File: src/rtl/aes_sbox.sv
// Registered AES forward S-box: one byte substituted per cycle, 1-cycle latency.
// Define INV_SBOX_EN to add an 'inv' input that selects the inverse S-box.
module aes_sbox (
    input  logic       clk,
    input  logic       rst_n,
    input  logic       in_valid,
    input  logic [7:0] addr,
`ifdef INV_SBOX_EN
    input  logic       inv,
`endif
    output logic       out_valid,
    output logic [7:0] dout
);

    // Case ROM indexed by the high nibble; each row holds 16 bytes, column 0 in the MSBs.
    function automatic logic [7:0] sbox_fwd(input logic [7:0] a);
        logic [127:0] row;
        logic [3:0]   sel;
        sel = ~a[3:0];
        row = '0;
        case (a[7:4])
            4'h0: row = 128'h637c777bf26b6fc53001672bfed7ab76;
            4'h1: row = 128'hca82c97dfa5947f0add4a2af9ca472c0;
            4'h2: row = 128'hb7fd9326363ff7cc34a5e5f171d83115;
            4'h3: row = 128'h04c723c31896059a071280e2eb27b275;
            4'h4: row = 128'h09832c1a1b6e5aa0523bd6b329e32f84;
            4'h5: row = 128'h53d100ed20fcb15b6acbbe394a4c58cf;
            4'h6: row = 128'hd0efaafb434d338545f9027f503c9fa8;
            4'h7: row = 128'h51a3408f929d38f5bcb6da2110fff3d2;
            4'h8: row = 128'hcd0c13ec5f974417c4a77e3d645d1973;
            4'h9: row = 128'h60814fdc222a908846eeb814de5e0bdb;
            4'ha: row = 128'he0323a0a4906245cc2d3ac629195e479;
            4'hb: row = 128'he7c8376d8dd54ea96c56f4ea657aae08;
            4'hc: row = 128'hba78252e1ca6b4c6e8dd741f4bbd8b8a;
            4'hd: row = 128'h703eb5664803f60e613557b986c11d9e;
            4'he: row = 128'he1f8981169d98e949b1e87e9ce5528df;
            4'hf: row = 128'h8ca1890dbfe6426841992d0fb054bb16;
            default: row = '0;
        endcase
        return row[{sel, 3'b000} +: 8];
    endfunction

`ifdef INV_SBOX_EN
    function automatic logic [7:0] sbox_inv(input logic [7:0] a);
        logic [127:0] row;
        logic [3:0]   sel;
        sel = ~a[3:0];
        row = '0;
        case (a[7:4])
            4'h0: row = 128'h52096ad53036a538bf40a39e81f3d7fb;
            4'h1: row = 128'h7ce339829b2fff87348e4344c4dee9cb;
            4'h2: row = 128'h547b9432a6c2233dee4c950b42fac34e;
            4'h3: row = 128'h082ea16628d924b2765ba2496d8bd125;
            4'h4: row = 128'h72f8f66486689816d4a45ccc5d65b692;
            4'h5: row = 128'h6c704850fdedb9da5e154657a78d9d84;
            4'h6: row = 128'h90d8ab008cbcd30af7e45805b8b34506;
            4'h7: row = 128'hd02c1e8fca3f0f02c1afbd0301138a6b;
            4'h8: row = 128'h3a9111414f67dcea97f2cfcef0b4e673;
            4'h9: row = 128'h96ac7422e7ad3585e2f937e81c75df6e;
            4'ha: row = 128'h47f11a711d29c5896fb7620eaa18be1b;
            4'hb: row = 128'hfc563e4bc6d279209adbc0fe78cd5af4;
            4'hc: row = 128'h1fdda8338807c731b11210592780ec5f;
            4'hd: row = 128'h60517fa919b54a0d2de57a9f93c99cef;
            4'he: row = 128'ha0e03b4dae2af5b0c8ebbb3c83539961;
            4'hf: row = 128'h172b047eba77d626e169146355210c7d;
            default: row = '0;
        endcase
        return row[{sel, 3'b000} +: 8];
    endfunction
`endif

    logic [7:0] lookup;

    always_comb begin
`ifdef INV_SBOX_EN
        lookup = inv ? sbox_inv(addr) : sbox_fwd(addr);
`else
        lookup = sbox_fwd(addr);
`endif
    end

    // dout only updates on valid input, so an undefined addr while idle never reaches it.
    always_ff @(posedge clk or negedge rst_n) begin
        if (!rst_n) begin
            out_valid <= 1'b0;
            dout      <= 8'h00;
        end else begin
            out_valid <= in_valid;
            if (in_valid) begin
                dout <= lookup;
            end
        end
    end

endmodule

File: config.mk
export PLATFORM = sky130hd
export DESIGN_NAME = aes_sbox
export DESIGN_NICKNAME = d
export VERILOG_FILES = /design/src/rtl/aes_sbox.sv
export SDC_FILE = /design/constraint.sdc
export NUM_CORES = 1
export LEC_CHECK = 0
export CORE_MARGIN = 3
export CORE_UTILIZATION = 45
export CTS_CLUSTER_DIAMETER = 60
export DETAILED_ROUTE_END_ITERATION = 16
export PLACE_DENSITY_LB_ADDON = 0.25
export SLEW_MARGIN = 5
export SYNTH_ARGS = -nofsm -noshare
export SYNTH_HDL_FRONTEND = slang
export SYNTH_SLANG_ARGS = --single-unit
File: constraint.sdc
create_clock -name clk -period 1.1 [get_ports clk]
set_clock_uncertainty 0.2 [all_clocks]
set_input_delay 0.11 -clock clk [delete_from_list [all_inputs] [get_ports clk]]
set_output_delay 0.11 -clock clk [all_outputs]
set_load 0.05 [all_outputs]
; ---- Word-level counts from Yosys, hierarchy flattened
; Memories as Yosys holds them, arrays and structs flattened.
; Index checks and enable logic that the tools add are counted.
[word_totals]
elab_cells = 5
inputBits = 11
rom_bits = 2048
out_inout_bits = 9
mem_count = 1
ff_bits = 9
[classes]
bitwise_logic = 1
shift = 1
[memory_table]
columns = memory, depth, word_bits, read_ports, rd_ports_with_merged_regs, wr, line
row1 = (no name shown), 16, 128, 1, 0, 0, 21  ; case (a[7:4])
[ops]
columns = operator, n
row1 = indexed part select 128 x 8 -> 8 bit, 1
row2 = inverter 4 bit, 1

; ---- Logic depth before layout (Yosys ltp)
; Gate-level depths: netlist (run 1).
[logic_depth]
word_depth = 2
depth_mapped = 11
depth_no_buf = 8

; ---- Least setup slack after synthesis (run 1)
; Ideal clock, no wire load.
[synth_path]
kind = input to register
start = in addr[5]
end = reg dout[3]
arrival_ps = 2000
n_path_buf = 2
setup_time_ps = 137
t_required_ps = 763
stages = 9
path_slack_ps = -1236
cell_sequence = buf_2 > inv_1 > ha_1 > buf_2 > nand2b_2 > and2_0 > mux4_2 > a2111oi_2 > o32ai_1
[synth_between]
elab_chain_len = 2
[synth_rtl]
columns = element, line
row1 = start: declaration, 7  ; input logic [7:0] addr,
row2 = memory read (16 x 128 bit), n/a
row3 = indexed part select 128 x 8 -> 8 bit, 40  ; return row[{sel, 3'b000} +: 8];
row4 = end signal: assignment, 90  ; dout <= lookup;
row5 = end: declaration, 12  ; output logic [7:0] dout
; No other way between the ends.
; A chain may end at the register's enable or synchronous reset.

; ---- Final worst setup path (run 1)
[layout_path]
start = in addr[4]
end = reg dout[0]
; Same word-level chain as after synthesis.

==> results.sh, run 1 <==
export IMPL_muxShareOfSynthArea_pct=3.133
export IMPL_ys_ff_latch=9
export IMPL_power_density_mw_per_mm2=688.7
export IMPL_met3_length_um=4013
export IMPL_ys_flop_type="dfrtp_1"
export IMPL_portBuffers=19
export IMPL_post_drt_via_cell_ratio=7.363
export IMPL_period_minus_slack_ps=2034
export IMPL_antenna_found_initial=1
export IMPL_seqPwrFrac_pct=10.0
export IMPL_p_sw_share_pct=48.30
export IMPL_cts_buffer_depth=2
export IMPL_crit_required_ps=1020
export IMPL_synth_top_family_by_area="compound AO/OA/AOI/OAI gates"
export IMPL_synth_common_cells="a21oi_1 (57), nand2_1 (49), nor2_1 (43)"
export IMPL_ys_warn_count=0
export IMPL_status="finished with violations"
export IMPL_max_freq_mhz=491.6
export IMPL_synth_fp_nets=597
export IMPL_clk_pin_slew_ps=60
export IMPL_clock_sinks=9
export IMPL_yosysMostFrequentCell="a21oi_1"
export IMPL_synth_compound_area_share_pct=43.26
export IMPL_regArea_um2=225.2
export IMPL_cts_root_buf="clkbuf_8"
export IMPL_grt_use_total_pct=47.26
export IMPL_synth_area_mm2=0.003714
export IMPL_start_kind="input port"
export IMPL_fin_crit_sh_pct=184.9
export IMPL_postPlaceCellArea_mm2=0.005635
export IMPL_numCtsBuffers=3
export IMPL_rsz0062_at_grt="true"
export IMPL_chipHeight_um=96.84
export IMPL_cts_tree="done"
export IMPL_gp_congestion=1.212
export IMPL_instances_no_fill=871
export IMPL_tightest_slew_ps=600.7
export IMPL_grt_pass1_vias=6028
export IMPL_holdWs_ps=4.140
export IMPL_die_area_mm2=0.009378
export IMPL_p_sw_w=0.002105
export IMPL_start_util_pct=47.08
export IMPL_ios=20
export IMPL_met1_length_um=8025
export IMPL_die_x_um=96.84
export IMPL_final_nets=794
export IMPL_drive_above_1_share_pct=44.99
export IMPL_setup_ws_ps=-934.0
export IMPL_hpwl_um=16690
export IMPL_maxCapViolations=0
export IMPL_synth_async_reset_ratio_pct=100.0
export IMPL_grt_pass1_wl_um=35060
export IMPL_finalWirelength_um=23800
export IMPL_syn_to_final_growth_pct=70.42
export IMPL_crit_path_end_kind="flip-flop"
export IMPL_synth_edff_count=0
export IMPL_violations="negative setup slack"
export IMPL_vias=6413
export IMPL_ys_types=73
export IMPL_synth_fa_ha_area_share_pct=4.380
export IMPL_finalSetupViolations=17
export IMPL_drtAntennaViolNets=0
export IMPL_top_layer_used="met5"
export IMPL_power_internal_w=0.002253
export IMPL_wire_per_inst_um=27.33
export IMPL_hold_viol_final=0
export IMPL_leakagePower_nw=2.692
export IMPL_core_mm2=0.007888
export IMPL_drc=0
export IMPL_final_area_mm2=0.006329
export IMPL_dp_slack_ps=-2005
export IMPL_insertedDiodeCount=0
export IMPL_clock_latency_ps=240
export IMPL_slew_headroom_pct=59.53
export IMPL_htreeDepth=1
export IMPL_pwr_share_comb_pct=80.1
export IMPL_dr_pass1_iters=7
export IMPL_cp_data_arrival_time_ps=1960
export IMPL_synthXorXnorAreaFrac_pct=0.4717
export IMPL_cp_max_fo=10
export IMPL_drt_first_iter_violations=1250
export IMPL_fin_util_pct=80.23
export IMPL_grt_max_degree=29
export IMPL_avgSynthCellArea_um2=6.481
export IMPL_ir_drop_v=0.0004117
export IMPL_critPathKind="input port to flip-flop"
export IMPL_pwr_share_clk_pct=9.9
export IMPL_synth_top_cell_area_share_pct=7.682
export IMPL_grt_overflow=0
export IMPL_rows=32
export IMPL_multi_input_area_mm2=0.003511
export IMPL_synthTopCellsByArea="a21oi_1 (7.7%), dfrtp_1 (6.1%), o21ai_0 (5.3%), nand2_1 (5.0%), ha_1 (4.4%)"
export IMPL_synth_simple_gate_area_share_pct=31.94
export IMPL_dp_cells=852
export IMPL_routed_wl_met2_um=9475
export IMPL_syn_inst=573
export IMPL_yosys_area_top_type="a21oi_1"
export IMPL_yosysSeqAreaShare_pct=6.065
export IMPL_drv_slew=0
export IMPL_fillCellCount=492
export IMPL_min_path_type="input port to async pin"
[per-layer routing]
| metal | track usage [%] | vias to the layer above |
|---|---|---|
| li1 | - | 2584 |
| met1 | 60.09 | 2853 |
| met2 | 68.79 | 739 |
| met3 | 15.65 | 235 |
| met4 | 28.29 | 2 |
| met5 | 0 | - |
[layout by cell type (no fill, tap or decap), types with 11 or more instances in the layout]
cell type,n
buf_6,22
nand2b_1,19
nor2_1,40
a31oi_1,13
nand3_1,31
buf_4,204
a21oi_1,50
nor3_1,12
nor2b_1,17
o211ai_1,11
buf_12,22
nand2_1,47
o21ai_0,28
[final timing paths]
check | startpoint | endpoint | slack, ps | cells past startpoint
worst max-delay path | addr[4] | dout[0] | -930 | 11
worst min-delay path | rst_n | dout[2] | 4 | 2
max in group asynchronous | rst_n | dout[0] | 590 | 2
worst min register to register | dout[1] | dout[1] | 410 | 2
worst max register to register | dout[5] | dout[5] | -230 | 3
min in group clk | addr[1] | dout[2] | 260 | 4
[state kept, by name, summed over array words and instances (netlist names)]
signal	flops
dout	8
out_valid	1
[power by group through the flow]
stage	clock, W	sequential (W)	combinational [W]
after CTS	0.000435	0.000433	0.00318
after global routing	0.000450	0.000439	0.00357
after global placement	0	0.000433	0.00289
after detailed placement	0	0.000433	0.00291
after floorplan	0	0.000597	0.00123
final	0.000433	0.000435	0.00349
[worst max-delay path: stages]
cell and delay, ps:
buf_8 110, buf_8 150, ha_2 270, buf_4 180, a21oi_1 240, a31oi_2 80, a221oi_2 250, a21oi_1 140
a32oi_2 210, buf_4 160, o22ai_1 70
[layout make-up]
class / instances / area share [%]
clock buffer: 4 / 0.7117
tap: 102 / 2.017
sequential: 9 / 3.559
multi-input combinational: 487 / 55.48
timing repair buffer: 259 / 37.49
inverter: 10 / 0.7513
[cell families after synthesis]
kind of cell | after synthesis
xor gates and xnor gates | 2
adders and majority gates | 13
AOI/OAI and AO/OA | 233
buffers and inverters | 77
muxes | 9
and+or+nand+nor | 230
DFF | 9
[per-stage QoR]
step	setup TNS (ps)	power, W
global route	-8310	0.004463
floorplan	-7384	0.001831
detailed placement	-14360	0.003346
global placement	-13750	0.003328
CTS	-7139	0.004047
finish	-7925	0.004358
[repair_timing]
item	in CTS	in global routing
endpoints found under the setup margin	17	17
buffers inserted	12	3
hold buffers	0	0
gates cloned	1	1
pin swaps	28	14
gates resized for setup	111	26
(Power assumes the default switching activity.)
==> inputs of run 2 (changes only) <==
==> constraint.sdc (replaced) <==
create_clock -name clk -period 1.95 [get_ports clk]
set_clock_uncertainty 0.2 [all_clocks]
set_input_delay 0.195 -clock clk [delete_from_list [all_inputs] [get_ports clk]]
set_output_delay 0.195 -clock clk [all_outputs]
set_load 0.05 [all_outputs]
==> results.sh, run 2 (synthesized netlist as in run 1, its figures left out) <==
export IMPL_status="finished with violations"
export IMPL_clk_pin_slew_ps=60
export IMPL_numCtsBuffers=3
export IMPL_cp_max_fo=8
export IMPL_regArea_um2=225.2
export IMPL_leakagePower_nw=2.524
export IMPL_drt_first_iter_violations=1333
export IMPL_power_density_mw_per_mm2=378.5
export IMPL_cts_tree="done"
export IMPL_cts_root_buf="clkbuf_8"
export IMPL_power_internal_w=0.001130
export IMPL_pwr_share_comb_pct=78.6
export IMPL_setup_ws_ps=-307.4
export IMPL_fillCellCount=577
export IMPL_min_path_type="input port to async pin"
export IMPL_finalWirelength_um=23510
export IMPL_top_register="dout"
export IMPL_hold_viol_final=0
export IMPL_fin_util_pct=76.97
export IMPL_slew_headroom_pct=59.20
export IMPL_post_drt_via_cell_ratio=7.468
export IMPL_cp_data_arrival_time_ps=2170
export IMPL_setup_tns_ps=-1231
export IMPL_rsz0062_at_grt="true"
export IMPL_dr_pass1_iters=7
export IMPL_hpwl_um=16740
export IMPL_drc=0
export IMPL_hold_buffers=0
export IMPL_die_x_um=96.84
export IMPL_reg2reg_to="dout[3]"
export IMPL_htreeDepth=1
export IMPL_cp_endpoint="dout[0]"
export IMPL_reg2reg_depth=3
export IMPL_r2r_slack_ps=620
export IMPL_reg_top3="dout x8, out_valid x1"
export IMPL_grt_use_total_pct=46.88
export IMPL_p_sw_share_pct=50.82
export IMPL_vias=6333
export IMPL_clock_latency_ps=240
export IMPL_seqPwrFrac_pct=10.4
export IMPL_critPathLaunch="addr[4]"
export IMPL_clock_sinks=9
export IMPL_crit_required_ps=1870
export IMPL_crit_path_end_kind="flip-flop"
export IMPL_fin_crit_sh_pct=115.8
export IMPL_grt_overflow=0
export IMPL_start_kind="input port"
export IMPL_violations="negative setup slack"
export IMPL_ir_drop_v=0.0001964
export IMPL_p_sw_w=0.001168
export IMPL_chipHeight_um=96.84
export IMPL_finalSetupViolations=8
export IMPL_period_minus_slack_ps=2257
export IMPL_grt_pass1_vias=5779
export IMPL_r2r_start="dout[3]"
export IMPL_dp_slack_ps=-1278
export IMPL_final_nets=771
export IMPL_critPathKind="input port to flip-flop"
export IMPL_syn_to_final_growth_pct=63.48
export IMPL_wire_per_inst_um=27.72
export IMPL_drv_slew=0
export IMPL_core_mm2=0.007888
export IMPL_rows=32
export IMPL_tightest_slew_ps=610.1
export IMPL_largest_reg_flops=8
export IMPL_final_common_cell="buf_4"
export IMPL_grt_pass1_wl_um=34420
export IMPL_maxCapViolations=0
export IMPL_drive_above_1_share_pct=43.43
export IMPL_start_util_pct=47.08
export IMPL_gp_congestion=1.142
export IMPL_antenna_found_initial=1
export IMPL_portBuffers=19
export IMPL_max_freq_mhz=443.0
export IMPL_cts_buffer_depth=2
export IMPL_final_cell_mix="buf_4 (194), a21oi_1 (49), nand2_1 (45)"
export IMPL_grt_max_degree=26
export IMPL_drtAntennaViolNets=0
export IMPL_die_area_mm2=0.009378
export IMPL_ios=20
export IMPL_multi_input_area_mm2=0.003587
export IMPL_insertedDiodeCount=0
export IMPL_pwr_share_clk_pct=11.0
## run 2: routing by layer
layer  vias up  part of all wire (%)  global-route usage (%)
met2       721                    40                   68.05
met3       249                    17                   14.64
met4         2                    10                   29.91
met1      2810                    33                   59.56
li1       2551                     -                       -
met5         -                  0.16                       0
## run 2: power by group through the flow
| stage | registers [W] | clock network [W] | logic [W] |
|---|---|---|---|
| floorplan | 0.000337 | 0 | 0.000696 |
| global placement | 0.000240 | 0 | 0.00149 |
| detailed placement | 0.000242 | 0 | 0.00150 |
| CTS | 0.000239 | 0.000245 | 0.00160 |
| global route | 0.000242 | 0.000253 | 0.00185 |
| finish | 0.000240 | 0.000253 | 0.00181 |
## run 2: final cells by class
cell class	instances	share of cell area (%)
Clock buffer	4	0.7420
Inverter	10	0.8862
Multi-Input combinational cell	487	59.09
Sequential cell	9	3.710
Tap cell	102	2.102
Timing Repair Buffer	236	33.47
## run 2: worst min-delay path by stage
stage	to	cells past startpoint	slack [ps]	from
floorplan	dout[0]	0	-300	rst_n
global placement	dout[1]	2	320	dout[1]
detailed placement	dout[1]	2	330	dout[1]
CTS	dout[7]	1	120	rst_n
global route	dout[7]	1	170	rst_n
finish	dout[7]	1	130	rst_n
## run 2: worst max-delay path: stages
cell and delay, ps:
buf_8 90, clkinvlp_4 200, ha_4 290, buf_4 160
nor3_4 190, or3_4 180, a21oi_1 70, a211o_1 280
a32oi_1 240, buf_4 200, o22ai_2 70
## run 2: metrics by stage
stage,std cells,cell area [um2],hold WS (ps),total power (W)
after floorplan,573,3787,-300.6,0.001033
after global placement,831,5348,318.3,0.001730
after detailed placement,831,5348,325.7,0.001738
after CTS,841,5751,116.3,0.002086
after global routing,848,6071,165.9,0.002350
final,848,6071,125.3,0.002298
## run 2: timing repair
| action | in CTS | in global routing |
|---|---|---|
| endpoints found under the hold margin | 0 | 0 |
| gates resized for setup | 81 | 59 |
| pin swaps | 25 | 29 |
| buffers inserted | 5 | 8 |
| setup endpoints to repair | 8 | 8 |
| cloned | 1 | 0 |
